## src/rtl/ttt_pkg.sv

```systemverilog
// rtl/ttt_pkg.sv - shared font geometry, colours and welcome-screen strings
package ttt_pkg;

  localparam int FONT_ADDR_W    = 11;
  localparam int GLYPH_W        = 8;
  localparam int GLYPH_H        = 16;
  localparam int CHARS_PER_LINE = 16;
  localparam int TEXT_W         = GLYPH_W * CHARS_PER_LINE;

  localparam logic [2:0] COLOR_FG    = 3'b111;
  localparam logic [2:0] COLOR_BG    = 3'b001;
  localparam logic [2:0] COLOR_BLACK = 3'b000;

  // Index 0 is the leftmost character of each line.
  typedef logic [0:CHARS_PER_LINE-1][7:0] str16_t;

  localparam str16_t TITLE_STR  = "  TIC TAC TOE   ";
  localparam str16_t PROMPT_STR = "  PRESS START   ";

  function automatic logic [6:0] char_code(input logic line_sel, input logic [3:0] idx);
    char_code = line_sel ? PROMPT_STR[idx][6:0] : TITLE_STR[idx][6:0];
  endfunction

endpackage

```

## src/rtl/blink_timer.sv

```systemverilog
// rtl/blink_timer.sv - frame counter toggling the prompt visibility every BLINK_FRAMES frames
module blink_timer #(
  parameter int BLINK_FRAMES = 30
) (
  input  logic clk,
  input  logic reset,
  input  logic frame_start,
  output logic blink_visible
);

  localparam int              CNT_W = (BLINK_FRAMES > 1) ? $clog2(BLINK_FRAMES) : 1;
  localparam logic [CNT_W-1:0] LAST = CNT_W'(BLINK_FRAMES - 1);

  logic [CNT_W-1:0] r_frame_cnt;
  logic             r_blink_visible;

  always_ff @(posedge clk) begin
    if (reset) begin
      r_frame_cnt     <= '0;
      r_blink_visible <= 1'b1;
    end else if (frame_start) begin
      if (r_frame_cnt == LAST) begin
        r_frame_cnt     <= '0;
        r_blink_visible <= ~r_blink_visible;
      end else begin
        r_frame_cnt <= r_frame_cnt + CNT_W'(1);
      end
    end
  end

  assign blink_visible = r_blink_visible;

endmodule

```

## src/rtl/welcome_text_gen.sv

```systemverilog
// rtl/welcome_text_gen.sv - two-line welcome text: font-ROM addressing and pixel colouring
module welcome_text_gen
  import ttt_pkg::*;
#(
  parameter int         TEXT_X0      = 256,
  parameter int         TEXT_Y0      = 208,
  parameter logic [2:0] FG           = COLOR_FG,
  parameter logic [2:0] BG           = COLOR_BG,
  parameter int         BLINK_FRAMES = 30
) (
  input  logic                   clk,
  input  logic                   reset,
  input  logic                   pixel_tick,
  input  logic                   video_on,
  input  logic [9:0]             pixel_x,
  input  logic [9:0]             pixel_y,
  input  logic [7:0]             font_word,
  output logic [FONT_ADDR_W-1:0] rom_addr,
  output logic [2:0]             rgb,
  output logic                   text_on
);

  localparam logic [9:0] X0 = 10'(TEXT_X0);
  localparam logic [9:0] Y0 = 10'(TEXT_Y0);

  logic [9:0]             w_dx;
  logic [9:0]             w_dy;
  logic                   w_in_x;
  logic                   w_in_y;
  logic                   w_in_region;
  logic                   w_line;
  logic [FONT_ADDR_W-1:0] w_addr;
  logic                   w_frame_start;
  logic                   w_blink_visible;
  logic                   w_lit;

  logic [FONT_ADDR_W-1:0] r_rom_addr;
  logic [2:0]             r_col_a;
  logic                   r_in_a;
  logic                   r_line_a;
  logic                   r_video_a;
  logic [2:0]             r_rgb;
  logic                   r_text_on;

  // The >= guards stop coordinates left of / above the block wrapping into it.
  assign w_dx        = pixel_x - X0;
  assign w_dy        = pixel_y - Y0;
  assign w_in_x      = (pixel_x >= X0) && (w_dx < 10'(TEXT_W));
  assign w_in_y      = (pixel_y >= Y0) &&
                       ((w_dy < 10'(GLYPH_H)) ||
                        ((w_dy >= 10'(2 * GLYPH_H)) && (w_dy < 10'(3 * GLYPH_H))));
  assign w_in_region = w_in_x && w_in_y;
  assign w_line      = w_dy[5];
  assign w_addr      = w_in_region ? {char_code(w_line, w_dx[6:3]), w_dy[3:0]}
                                   : '0;

  assign w_frame_start = pixel_tick && (pixel_x == 10'd0) && (pixel_y == 10'd0);

  blink_timer #(
    .BLINK_FRAMES (BLINK_FRAMES)
  ) u_blink (
    .clk           (clk),
    .reset         (reset),
    .frame_start   (w_frame_start),
    .blink_visible (w_blink_visible)
  );

  // Blanking only suppresses the pixel; the prompt is still addressed.
  assign w_lit = font_word[3'd7 - r_col_a] & r_in_a & (~r_line_a | w_blink_visible);

  always_ff @(posedge clk) begin
    if (reset) begin
      r_rom_addr <= '0;
      r_col_a    <= '0;
      r_in_a     <= 1'b0;
      r_line_a   <= 1'b0;
      r_video_a  <= 1'b0;
      r_rgb      <= COLOR_BLACK;
      r_text_on  <= 1'b0;
    end else if (pixel_tick) begin
      r_rom_addr <= w_addr;
      r_col_a    <= w_dx[2:0];
      r_in_a     <= w_in_region;
      r_line_a   <= w_line;
      r_video_a  <= video_on;
      r_rgb      <= !r_video_a ? COLOR_BLACK : (w_lit ? FG : BG);
      r_text_on  <= w_lit & r_video_a;
    end
  end

  assign rom_addr = r_rom_addr;
  assign rgb      = r_rgb;
  assign text_on  = r_text_on;

endmodule
```

## config.mk

```make
export PLATFORM = sky130hd
export DESIGN_NAME = welcome_text_gen
export DESIGN_NICKNAME = d
export VERILOG_FILES = /design/src/rtl/ttt_pkg.sv /design/src/rtl/blink_timer.sv /design/src/rtl/welcome_text_gen.sv
export SDC_FILE = /design/constraint.sdc
export NUM_CORES = 1
export LEC_CHECK = 0
export ABC_AREA = 1
export CORE_ASPECT_RATIO = 1.75
export CORE_MARGIN = 1
export CORE_UTILIZATION = 35
export DETAILED_ROUTE_END_ITERATION = 8
export GPL_ROUTABILITY_DRIVEN = 0
export PLACE_DENSITY = 0.56
export SYNTH_ARGS = -nofsm -noshare
export SYNTH_HDL_FRONTEND = slang
export SYNTH_SLANG_ARGS = --single-unit
```

## constraint.sdc

```tcl
create_clock -name clk -period 2.68 [get_ports clk]
set_input_delay 0.402 -clock clk [delete_from_list [all_inputs] [get_ports clk]]
set_output_delay 0.402 -clock clk [all_outputs]
set_load 0.02 [all_outputs]
```

==> results.md <==
- Gr usage total: 18.3%
- Net Count, Synth: about 330
- CP max stage cell: clkdlybuf4s50_1
- Setup TNS after final layout: 0 ps
- #FFs+latches synth: 25
- Worst slew pin tran: around 420 ps
- CTS Hold Bufs: 0
- Max_cap viols: 0
- Starting Density: 36.9%
- RSZ-0062 raised after global routing: false
- Wire per inst: 12.7 um
- CP startpoint kind: input port
- Pleak: ~0.001 uW
- TritonCTS Buffers: 3
- Cell count after synthesis: between 200 and 300
- Top cells by area, synth: dfxtp_1 (27%), nand2_1 (18%), ha_1 (8.8%)
- Finished Layout Cells: 380
- Dominant cell type by area after synthesis: dfxtp_1
- Commonest non-fill, non-tap cell in the layout: nand2_1
- Clk sinks: 25
- Power Density: approximately 340 nW/um^2
- Pin count of the biggest net entering global routing: 21
- CP top delay family: buffers and inverters
- WHS: about 470 ps
- Ys Warns: 0
- PostCTS Resize Cnt: 0
- Clock latency on the worst-skew pair: ~270 ps
- Critical path class: in2reg
- Initial drt markers: 59
- Chip height: slightly below 100 um
- Setup violations, final: 0
- DR vias: approximately 1,900
- Port bufs: 46
- Initial antenna violation count: 0
- Clock transition at path regs: around 90 ps
- Period utilization: approximately three quarters
- WP buf/inv: 3
- Post-layout net count: 372
- Syn_area_per_cell: approximately 6.5 um^2
- Clock skew: between 4 and 5 ps
- Critical Path AT: roughly 2200 ps
- Routed WL: ~4.8 mm
- Mapped Area: about 1900 um^2
- Class of the tightest hold or removal check: reg2reg
- Critical path endpoint category: register
- Yosys top cell area share: 27.0%
- Area growth from synthesis to layout: 28.7%
- Worst VDD drop: about 0.18 mV
- Width of the die: about 57 um
- Total power: just over 800 uW
- IO Pins: between 40 and 50
- # DRC: 9
- Filler Cells Inserted: about 540
- Max clock buf depth: 2
- Clock Tree Root: clkbuf_8
- Final Util: a little under half
- Cell Rows: 34
- Register area share after synthesis: roughly 27%
- CTS tree: done
- Worst-path cell chain: clkdlybuf4s50_1, inv_1, ha_1, inv_1, nand2_1, nand3_1, nand2_1, a21oi_1, nand3_2, a21oi_2
- Die Area: 5600 um^2
- Max Slew Vio Count: 0
- Antenna viol nets, final: 0
- WP data required: roughly 2900 ps
- Vias in the first global route: between 1,500 and 2,000
- Fin. Hold Viols: 0
- Post-DP HPWL: 3.93 mm
- Crit Path Max Fanout: 8
- H-tree levels: 1
- Netlist cell types: 25
- # diodes: 0
- First-pass GRT wire length: 8.11 mm
- FF/Latch Area: approximately 500 um^2
- Most frequent cells in the layout: nand2_1 (88), clkdlybuf4s50_1 (46), nor2_1 (31)
- Overflow after GRT: 0
- Failing checks: design-rule violations
- Vias per inst: slightly below 5
- Status: complete, but fails checks
- Pre-antenna DRT Iters: 6
- Post-route minimum period: roughly 2000 ps
- Peak Freq: 0.499 GHz
- Core Region: 5020 um^2
- Share of cells above drive strength 1: 11.3%
- Setup Fix Bufs, Post-CTS: 0
- Multi-input combinational cell area: around 1200 um^2
- Placed Cells: 376
- Max transition margin: a little under three quarters
- Crit path largest cell delay: between 500 and 600 ps
==> worst min-delay path, stage by stage (launching register included) <==
cell and delay (ps):
dfxtp_1 320, nand2_1 60, a21oi_1 50
==> flip-flops by register name (all words and copies together) (netlist names) <==
name,count
r_video_a,1
r_col_a,3
rom_addr,11
r_line_a,1
u_blink.blink_visible,1
r_in_a,1
u_blink.r_frame_cnt,5
rgb,2
==> through the flow <==
stage	instance area (um^2)	worst slack (ps)
5_1_grt	2380	534
4_1_cts	2380	676
6_report	2380	675
3_5_place_dp	2340	399
3_3_place_gp	2340	432
2_1_floorplan	1850	1130
==> power by group <==
part | internal (uW) | switching, uW | total [uW]
Clock | 105 | 127 | 233
Sequential | 378 | 4.31 | 382
Combinational | 85.1 | 114 | 199
==> kinds of logic after synthesis <==
family	share of synthesized area, %
flip-flops	27.0
adder cells (fa/ha/maj)	8.78
AND/OR/NAND/NOR	42.1
AO/OA/AOI/OAI	11.9
buffers and inverters	10.3
==> path summary, 6_finish.rpt <==
check	start	endpoint	slack, ps	cells past startpoint
worst max-delay path	pixel_y[4]	rom_addr[9]$_SDFFE_PP0P_	680	10
worst min-delay path	rgb[0]$_SDFFE_PP0P_	rgb[0]$_SDFFE_PP0P_	470	2
worst max register to register	u_blink.r_frame_cnt[0]$_SDFFE_PP0P_	u_blink.r_frame_cnt[2]$_SDFFE_PP0P_	1440	6
worst min register to register	rgb[0]$_SDFFE_PP0P_	rgb[0]$_SDFFE_PP0P_	470	2
==> Yosys cell counts <==
library cell and instances:
a211oi_1 1, a21oi_1 13, a21oi_2 10, buf_2 3, buf_4 3, buf_6 3, clkbuf_1 3, dfxtp_1 25
ha_1 13, inv_1 27, inv_4 1, nand2_1 88, nand2_2 1, nand3_1 30, nand3_2 11, nand3b_1 1
nand4_1 1, nor2_1 31, nor2_2 2, nor2_4 2, nor3_1 1, o21ai_0 9, o21bai_1 2, or2_0 1
or2_2 1
==> per-layer routing <==
| metal | vias to the layer above | share of wire [%] | GRT usage [%] |
|---|---|---|---|
| met2 | 37 | 57 | 38.0 |
| met4 | 0 | 2.7 | 8.26 |
| li1 | 988 | - | - |
| met3 | 8 | 2.7 | 1.59 |
| met1 | 823 | 38 | 16.8 |
| met5 | - | 0 | 0 |
==> final cells by class <==
class / count / area share [%]
Clock buffer: 3 / 1.73
Tap cell: 54 / 2.83
Inverter: 28 / 4.51
Clock inverter: 1 / 0.315
Timing Repair Buffer: 51 / 20.9
Multi-Input combinational cell: 218 / 48.7
Sequential cell: 25 / 21.0
Power figures use the tool's default switching activity.
